--- src/rtl/risc32_mem_wb.sv ---
// MEM/WB pipeline register and writeback stage: big-endian load alignment, regfile write port,
// retired-instruction counter and optional HI/LO pair (enabled by defining RISC32_HILO_EN).
module risc32_mem_wb #(
  parameter int DW = 32,
  parameter int AW = 5,
  parameter int CW = 32
) (
  input  logic          clk,
  input  logic          rst,
  input  logic          mem_valid_i,
  input  logic          mem_we_i,
  input  logic [AW-1:0] mem_waddr_i,
  input  logic [DW-1:0] mem_wdata_i,
  input  logic          mem_load_i,
  input  logic [2:0]    mem_load_type_i,
  input  logic [1:0]    mem_addr_lo_i,
  input  logic [DW-1:0] mem_rdata_i,
  input  logic          stall_i,
  input  logic          flush_i,
  input  logic          hilo_we_i,
  input  logic [DW-1:0] hi_i,
  input  logic [DW-1:0] lo_i,
  output logic          wb_we_o,
  output logic [AW-1:0] wb_waddr_o,
  output logic [DW-1:0] wb_wdata_o,
  output logic          load_misalign_o,
  output logic [CW-1:0] instret_o,
  output logic [DW-1:0] hi_o,
  output logic [DW-1:0] lo_o
);

  logic [7:0]    byte_s;
  logic [15:0]   half_s;
  logic [DW-1:0] load_data_s;
  logic          misalign_s;
  logic [DW-1:0] wdata_s;
  logic          we_s;

  // Byte/halfword selection and misalignment detection for loads.
  always_comb begin
    byte_s      = 8'h00;
    half_s      = 16'h0000;
    load_data_s = mem_rdata_i;
    misalign_s  = 1'b0;
    case (mem_addr_lo_i)
      2'd0:    byte_s = mem_rdata_i[DW-1 -: 8];
      2'd1:    byte_s = mem_rdata_i[DW-9 -: 8];
      2'd2:    byte_s = mem_rdata_i[15:8];
      2'd3:    byte_s = mem_rdata_i[7:0];
      default: byte_s = 8'h00;
    endcase
    if (mem_addr_lo_i[1]) begin
      half_s = mem_rdata_i[15:0];
    end else begin
      half_s = mem_rdata_i[DW-1 -: 16];
    end
    case (mem_load_type_i)
      3'b000: load_data_s = {{(DW-8){byte_s[7]}}, byte_s};
      3'b001: load_data_s = {{(DW-8){1'b0}}, byte_s};
      3'b010: begin
        load_data_s = {{(DW-16){half_s[15]}}, half_s};
        misalign_s  = mem_addr_lo_i[0];
      end
      3'b011: begin
        load_data_s = {{(DW-16){1'b0}}, half_s};
        misalign_s  = mem_addr_lo_i[0];
      end
      default: begin
        load_data_s = mem_rdata_i;
        misalign_s  = (mem_addr_lo_i != 2'b00);
      end
    endcase
  end

  // Final write data and effective write enable for the incoming instruction.
  always_comb begin
    wdata_s = mem_wdata_i;
    we_s    = 1'b0;
    if (mem_load_i) begin
      wdata_s = load_data_s;
    end else begin
      wdata_s = mem_wdata_i;
    end
    if (mem_valid_i && mem_we_i && (mem_waddr_i != '0) && !(mem_load_i && misalign_s)) begin
      we_s = 1'b1;
    end else begin
      we_s = 1'b0;
    end
  end

  // WB pipeline register and retire counter; flush beats stall, invalid slots become bubbles.
  always_ff @(posedge clk or posedge rst) begin
    if (rst) begin
      wb_we_o         <= 1'b0;
      wb_waddr_o      <= '0;
      wb_wdata_o      <= '0;
      load_misalign_o <= 1'b0;
      instret_o       <= '0;
    end else if (flush_i || (!stall_i && !mem_valid_i)) begin
      wb_we_o         <= 1'b0;
      wb_waddr_o      <= '0;
      wb_wdata_o      <= '0;
      load_misalign_o <= 1'b0;
    end else if (!stall_i) begin
      wb_we_o         <= we_s;
      wb_waddr_o      <= mem_waddr_i;
      wb_wdata_o      <= wdata_s;
      load_misalign_o <= mem_load_i & misalign_s;
      instret_o       <= instret_o + {{(CW-1){1'b0}}, 1'b1};
    end
  end

`ifdef RISC32_HILO_EN
  logic          hilo_we_r;
  logic [DW-1:0] hi_wb_r;
  logic [DW-1:0] lo_wb_r;
  logic [DW-1:0] hi_r;
  logic [DW-1:0] lo_r;

  // HI/LO values travelling with the instruction through the WB register.
  always_ff @(posedge clk or posedge rst) begin
    if (rst) begin
      hilo_we_r <= 1'b0;
      hi_wb_r   <= '0;
      lo_wb_r   <= '0;
    end else if (flush_i || (!stall_i && !mem_valid_i)) begin
      hilo_we_r <= 1'b0;
      hi_wb_r   <= '0;
      lo_wb_r   <= '0;
    end else if (!stall_i) begin
      hilo_we_r <= hilo_we_i;
      hi_wb_r   <= hi_i;
      lo_wb_r   <= lo_i;
    end
  end

  // Architectural HI/LO commit; rewriting the same held value during a stall is harmless.
  always_ff @(posedge clk or posedge rst) begin
    if (rst) begin
      hi_r <= '0;
      lo_r <= '0;
    end else if (hilo_we_r) begin
      hi_r <= hi_wb_r;
      lo_r <= lo_wb_r;
    end
  end

  assign hi_o = hilo_we_r ? hi_wb_r : hi_r;
  assign lo_o = hilo_we_r ? lo_wb_r : lo_r;
`else
  logic unused_hilo;
  assign unused_hilo = ^{hilo_we_i, hi_i, lo_i};
  assign hi_o = '0;
  assign lo_o = '0;
`endif

endmodule

--- config.mk ---
export PLATFORM = sky130hd
export DESIGN_NAME = risc32_mem_wb
export DESIGN_NICKNAME = d
export VERILOG_FILES = /design/src/rtl/risc32_mem_wb.sv
export SDC_FILE = /design/constraint.sdc
export NUM_CORES = 1
export LEC_CHECK = 0
export CAP_MARGIN = 20
export CORE_AREA = 2 2 109 111
export CTS_CLUSTER_SIZE = 16
export DETAILED_ROUTE_END_ITERATION = 6
export DIE_AREA = 0 0 111 113
export PLACE_DENSITY = 0.81
export RECOVER_POWER = 25
export SLEW_MARGIN = 5
export SYNTH_ARGS = -nofsm -noshare
export SYNTH_HDL_FRONTEND = slang
export SYNTH_SLANG_ARGS = --single-unit
--- constraint.sdc ---
create_clock -name clk -period 4 [get_ports clk]
set_input_delay 1 -clock clk [delete_from_list [all_inputs] [get_ports clk]]
set_output_delay 1 -clock clk [all_outputs]
set_load 0.005 [all_outputs]
==> results of run 1 <==
[power by group through the flow]
stage          sequential [mW]  combinational [mW]  clock [mW]
2_1_floorplan            0.807               0.167           0
4_1_cts                  0.798               0.333       0.822
6_report                 0.798               0.330       0.802
3_3_place_gp             0.808               0.324           0
5_1_grt                  0.809               0.358       0.850
3_5_place_dp             0.811               0.332           0
[metal layers]
| metal | share of wire | track usage |
|---|---|---|
| met5 | 0 | 0 |
| met1 | 0.39 | 0.204 |
| met4 | 0.023 | 0.0692 |
| met3 | 0.079 | 0.0498 |
| met2 | 0.51 | 0.309 |
[flip-flops by register name (all words and copies together) (netlist names)]
signal,flops
instret_o,32
load_misalign_o,1
wb_waddr_o,5
wb_wdata_o,32
wb_we_o,1
[logic make-up (layout without fill, tap and decap cells)]
kind of cell,Yosys count,count (layout)
other,1,64
DFF,71,71
muxes,11,11
and+or+nand+nor,106,106
adders and majority gates,1,1
xor gates and xnor gates,31,31
AOI/OAI and AO/OA,85,85
buffers and inverters,93,181
[through the flow]
step                      instances  utilization
after floorplan                 462            -
after global placement          677        0.477
after detailed placement        677        0.477
after CTS                       693        0.504
after global routing            693        0.503
final                           693        0.503
[cells in the mapped netlist, types with 3 or more instances]
| cell type | count | share of area |
|---|---|---|
| and2_1 | 3 | 0.0047 |
| inv_1 | 8 | 0.0076 |
| nor3_1 | 6 | 0.0076 |
| a21o_1 | 8 | 0.015 |
| clkbuf_1 | 17 | 0.016 |
| a222oi_1 | 16 | 0.040 |
| nand2_1 | 51 | 0.048 |
| xnor2_1 | 22 | 0.049 |
| and3_1 | 6 | 0.0095 |
| nor2_1 | 12 | 0.011 |
| mux2_2 | 9 | 0.026 |
| dfrtp_1 | 71 | 0.45 |
| a21oi_1 | 8 | 0.010 |
| a221oi_1 | 15 | 0.033 |
| o221ai_1 | 7 | 0.015 |
| a22o_1 | 6 | 0.013 |
| o21ai_0 | 20 | 0.025 |
| buf_4 | 64 | 0.12 |
| nand3_1 | 6 | 0.0076 |
| xor2_1 | 9 | 0.020 |
| nand4_1 | 9 | 0.014 |
[final cells by class]
class / count / area share
tap: 143 / 0.0316
timing repair buffer: 157 / 0.273
sequential: 71 / 0.313
clock inverter: 7 / 0.0128
multi-input combinational: 298 / 0.324
inverter: 8 / 0.00530
clock buffer: 9 / 0.0397
[path summary, 6_finish.rpt]
| check | from | slack (ps) | endpoint | cells past startpoint |
|---|---|---|---|---|
| max | flush_i | 1030 | wb_wdata_o[20] | 6 |
| min | wb_wdata_o[6] | 480 | wb_wdata_o[6] | 1 |
| max reg2reg | instret_o[16] | 2160 | instret_o[31] | 5 |
| min reg2reg | wb_wdata_o[6] | 480 | wb_wdata_o[6] | 1 |
| max in group asynchronous | rst | 1560 | wb_wdata_o[20] | 3 |
| min in group asynchronous | rst | 1530 | instret_o[16] | 3 |
==> results.md, run 1 <==
* Outcome: finished, final reports clean
* Worst voltage drop across the vdd grid at 189 uV
* Maximum capacitance violations at 0
* IO Count at 281
* Clock tree from TritonCTS: yes
* Final min period at 2970 ps
* Fraction of power consumed by combinational cells at 0.171
* Antenna violations before repair at 0
* CP startpoint kind: primary input
* Via total after detailed routing at 3492
* Total wirelength of the detailed-routed design at 11300 um
* Crit path cell chain: clkdlybuf4s50_1 > nor3b_4 > buf_4 > nand2_1 > or4_1 > nand2_1
* Compound-Gate Fraction of Synth Area at 0.162
* FF/Latch Area at 0.00178 mm^2
* Worst slack at placement at 679 ps
* Layout Area Growth over Synthesis at 42.8%
* Ys flop type: dfrtp_1
* Residual overflow from global routing at 0
* Avg Inst Size Synth at 9.95 um^2
* Total CTS buffers at 9
* Leak at 2.57 nW
* Max Root-Sink Buffers at 2
* Footprint of the multi-input gates at 0.00184 mm^2
* Initial cell density of the core at 0.352
* Wire per inst at 16.3 um
* Total setup buffers inserted after CTS at 0
* Hold violation count in the final report at 0
* Crit path max fanout at 19
* Multiplexer area fraction after synthesis at 0.0337
* RSZ-0062 raised after global routing: no
* Maximum number of pins on one net before global-route repair at 47
* Number of enable-type register cells in the synthesized netlist at 0
* Site row count at 39
* Global placement routability congestion at 0.848
* Portion of total power attributed to sequential cells at 0.413
* Total of warnings raised by yosys at 0
* Achievable clock frequency at 337 MHz
* Basic-gate share of the synthesized area counting and, or, nand and nor cells at 0.131
* Setup TNS at 0 ps
* Share of synthesized flip-flops with an asynchronous set or reset at 1.00
* Total global-route track usage at 0.176
* Placed standard-cell area at 0.00538 mm^2
* Arrival time at the worst endpoint at 3220 ps
* Slew headroom at 0.0832
* Number of global-route vias before repair at 3486
* Depth of the CTS H-tree at 3
* Core area at 0.0113 mm^2
* Commonest cells after routing, fill and taps aside: clkdlybuf4s50_1 (150), dfrtp_1 (71), conb_1 (64)
* Final setup fails at 0
* I/O Buffers at 151
* Final worst-path setup slack at 1030 ps
* Kind of cell with the highest combined delay on the critical path: simple AND/OR/NAND/NOR gates
* Clock Sink Count at 71
* Worst hold slack at 477 ps
* Ratio of cells with drive above 1 in the final layout at 0.0655
* Least-Margin Pin Slew at 1380 ps
* Internal Dissipation at 1.43 mW
* Antenna violation net count after detailed routing at 0
* Total count of max-transition violations in the final report at 0
* Post-synth cell types at 41
* Clk Latency, worst-skew pair at 330 ps
* Routed vias/inst at 5.04
* Post-synthesis sequential area ratio at 0.448
* Post-synthesis instance area at 0.00397 mm^2
* Gate count of the mapped netlist at 399
* Most frequent standard cell in the layout excluding fill and tap cells: clkdlybuf4s50_1
* Crit Path Category: in2reg
* Library cell appearing most often on the critical path: nand2_1
* Net count reported at finish at 692
* Number of synthesized register bits at 71
* Final-layout fill cell count at 1058
* Dominant combinational cell family by area after synthesis: compound AO/OA/AOI/OAI gates
* Slowest cell delay on critical path at 710 ps
* Post-CTS clock slew at the launch and capture registers of the worst setup and hold paths at 60 ps
* Layout Skew at 4.13 ps
* Pwr Total at 1.93 mW
* Number of iterations in the first detailed-routing pass at 5
* Psw at 498 uW
* Switching share of power at 0.258
* Slowest library cell on the worst path: or4_1
* Number of buffer and inverter instances along the worst setup path at 2
* Fraction of power consumed by the clock network at 0.416
* Post-Synth Adder-Cell Area at 0.00315
* Wire length of the first global-routing pass at 17700 um
* Post-synthesis xor/xnor area fraction at 0.0684
* Die Span X at 111 um
* Number of hold-repair buffers added at the cts stage at 0
* Full die area at 0.0125 mm^2
* Critical Path End Type: flip-flop
* Post-route clock period utilization at 0.742
* Final Instance Area at 0.00567 mm^2
* DRT iter0 DRCs at 224
* Pwr Density at 340 mW/mm^2
* Class of the worst hold path: reg2reg
* HPWL after detailed placement at 8740 um
* Buffer cell driving the clock tree root: clkbuf_16
* Worst Path Required at 4250 ps
* Die Span Y at 113 um
* Gates resized, CTS repair at 0
* Drt drc at 0
* ANT cells at 0
No activity file was read; power rests on OpenSTA's default activity.
==> run 2, diff against run 1 <==
--- a/config.mk
+++ b/config.mk
@@ -6,11 +6,12 @@
 export NUM_CORES = 1
 export LEC_CHECK = 0
 export CAP_MARGIN = 20
-export CORE_AREA = 2 2 109 111
+export CORE_ASPECT_RATIO = 1.4
+export CORE_MARGIN = 2
+export CORE_UTILIZATION = 32
 export CTS_CLUSTER_SIZE = 16
 export DETAILED_ROUTE_END_ITERATION = 6
-export DIE_AREA = 0 0 111 113
-export PLACE_DENSITY = 0.81
+export PLACE_DENSITY = 0.78
 export RECOVER_POWER = 25
 export SLEW_MARGIN = 5
 export SYNTH_ARGS = -nofsm -noshare
==> constraint.sdc (replaced) <==
create_clock -name clk -period 2.4 [get_ports clk]
set_input_delay 0.6 -clock clk [delete_from_list [all_inputs] [get_ports clk]]
set_output_delay 0.6 -clock clk [all_outputs]
set_load 0.005 [all_outputs]
==> run 2 against run 1 <==
Against the previous run:
- clock skew is 1.5 ps higher
- sequential power is 67% higher
- first-iteration DRC count is 15% lower
- flip-flop and latch count stayed put
- combinational power is 72% higher
- critical path depth stayed put
- sequential share of layout area is 1.0 points lower
- core utilization is 2.2 points lower
==> results.md, run 2 (synthesized netlist as in run 1, its figures left out) <==
* Final Instance Area at 0.00586 mm^2 (+3.4%)
* Full die area at 0.0133 mm^2 (+6.2%)
* Slowest library cell on the worst path: mux4_2
* Crit path max fanout at 9 (-10)
* Total CTS buffers at 9 (unchanged)
* Wire per inst at 16.0 um (-2.0%)
* Least-Margin Pin Slew at 995 ps (-381 ps)
* Antenna violations before repair at 0 (unchanged)
* Initial cell density of the core at 0.326 (-0.0266)
* Slowest cell delay on critical path at 520 ps (-190 ps)
* Final cell count without fillers at 720 (+3.9%)
* Switching share of power at 0.250 (-0.00821)
* Crit path cell chain: clkdlybuf4s50_1 > buf_4 > mux4_2 > a21o_1 > a221oi_1 > o21ai_0
* Pwr Total at 3.35 mW (+73%)
* RSZ-0062 raised after global routing: no
* Worst voltage drop across the vdd grid at 282 uV (+49%)
* Layout Skew at 5.63 ps (+1.50 ps)
* Buffer cell driving the clock tree root: clkbuf_16
* Worst Path Required at 2610 ps (-1640 ps)
* Total count of max-transition violations in the final report at 0 (unchanged)
* Setup TNS at 0 ps (unchanged)
* Number of placed cells counting well taps at 704 (+4.0%)
* Maximum number of pins on one net before global-route repair at 72 (+53%)
* DRT iter0 DRCs at 190 (-15%)
* Global placement routability congestion at 0.833 (-1.7%)
* Core area at 0.0122 mm^2 (+8.2%)
* Maximum capacitance violations at 0 (unchanged)
* Crit Path Category: in2reg
* Residual overflow from global routing at 0 (unchanged)
* Drt drc at 0 (unchanged)
* Final-layout fill cell count at 1124 (+6.2%)
* Die Span Y at 136 um (+20%)
* Psw at 836 uW (+68%)
* Ratio of cells with drive above 1 in the final layout at 0.100 (+0.0345)
* Number of hold-repair buffers added at the cts stage at 0 (unchanged)
* Post-CTS clock slew at the launch and capture registers of the worst setup and hold paths at 60 ps (about the same)
* I/O Buffers at 151 (unchanged)
* Critical Path End Type: flip-flop
* Net count reported at finish at 712 (+2.9%)
* Hold violation count in the final report at 0 (unchanged)
* Fraction of power consumed by combinational cells at 0.170 (about the same)
* Leak at 2.68 nW (+4.1%)
* Arrival time at the worst endpoint at 2440 ps (-780 ps)
* Internal Dissipation at 2.51 mW (+75%)
* Class of the worst hold path: reg2reg
* Post-route clock period utilization at 0.928
* Clk Latency, worst-skew pair at 330 ps (about the same)
* Slew headroom at 0.337 (+0.254)
* IO Count at 281 (unchanged)
* Layout Area Growth over Synthesis at 47.6%
* Wire length of the first global-routing pass at 17800 um (+0.82%)
* Routed vias/inst at 4.96 (-1.5%)
* Regs by FF count: instret_o (32), wb_wdata_o (32), wb_waddr_o (5)
* Site row count at 48 (+23%)
* Via total after detailed routing at 3572 (+2.3%)
* Outcome: finished, final reports clean
* CP startpoint kind: primary input
* Achievable clock frequency at 449 MHz
* Most frequent standard cell in the layout excluding fill and tap cells: clkdlybuf4s50_1
* Placed standard-cell area at 0.00555 mm^2 (+3.1%)
* Portion of total power attributed to sequential cells at 0.398 (-0.015)
* Clock tree from TritonCTS: yes
* ANT cells at 0 (unchanged)
* Fraction of power consumed by the clock network at 0.432 (+0.016)
* Max Root-Sink Buffers at 2 (unchanged)
* HPWL after detailed placement at 9150 um (+4.6%)
* Number of global-route vias before repair at 3516 (+0.86%)
* Commonest cells after routing, fill and taps aside: clkdlybuf4s50_1 (150), dfrtp_1 (71), conb_1 (64)
* Antenna violation net count after detailed routing at 0 (unchanged)
* Total wirelength of the detailed-routed design at 11500 um (+1.8%)
* Pwr Density at 571 mW/mm^2 (+68%)
* Number of iterations in the first detailed-routing pass at 5 (unchanged)
* Final min period at 2230 ps
* Total global-route track usage at 0.169 (-0.00673)
* Final setup fails at 0 (unchanged)
* Depth of the CTS H-tree at 3 (unchanged)
* Clock Sink Count at 71 (unchanged)
* Die Span X at 98.1 um (-12%)
-- run 2: changes by cell type in the layout (fill, tap and decap cells not counted), sizes merged --
cell      delta
clkinvlp     -1
inv          -1
buf         +21
bufinv       +1
-- run 2: routing by layer --
metal  share of wire  GRT usage  vias up  routed length, um
li1                -          -     1645                  -
met1            0.38      0.189     1685               4370
met2            0.50      0.293      213               5780
met3           0.084     0.0501       29                966
met4           0.034     0.0830        0                396
met5               0          0        -                  0
-- run 2: what timing repair did --
action / CTS / global route
setup buffers: 0 / 0
endpoints found under the setup margin: 0 / 1
resized for setup: 0 / 1
hold endpoints to repair: 0 / 0
-- run 2: path summary, 6_finish.rpt --
kind,cells past startpoint,endpoint,slack [ps],from
min,1,instret_o[31],460,instret_o[31]
max in group asynchronous,3,wb_wdata_o[8],700,rst
max,6,wb_wdata_o[11],170,mem_addr_lo_i[1]
min in group asynchronous,3,instret_o[3],1060,rst
max reg2reg,5,instret_o[23],520,instret_o[9]
min reg2reg,1,instret_o[31],460,instret_o[31]
-- run 2: layout make-up --
type,count,area (um^2),area share
multi-input combinational,298,1840,0.313
sequential,71,1780,0.303
timing repair buffer,177,1710,0.291
clock buffer,10,229,0.0391
tap,150,188,0.0320
clock inverter,6,93.8,0.0160
inverter,8,30.0,0.00512
-- run 2: critical path, delay by kind of cell --
kind	cells	cell delay, ps
AO/OA/AOI/OAI	3	660
buffers and inverters	2	650
multiplexers	1	520
-- run 2: per-stage QoR --
stage | setup WS (ps) | utilization | hold WS, ps
floorplan | 3.43 | - | 465
finish | 173 | 0.481 | 465
CTS | 76.5 | 0.481 | 467
global placement | -212 | 0.455 | 455
detailed placement | -274 | 0.455 | 455
global route | 90.4 | 0.481 | 500
-- run 2: power by group through the flow --
stage          sequential, mW  clock (mW)  combinational (mW)
2_1_floorplan            1.34           0               0.279
3_3_place_gp             1.35           0               0.556
3_5_place_dp             1.35           0               0.568
4_1_cts                  1.33        1.48               0.571
5_1_grt                  1.34        1.54               0.611
6_report                 1.33        1.45               0.567
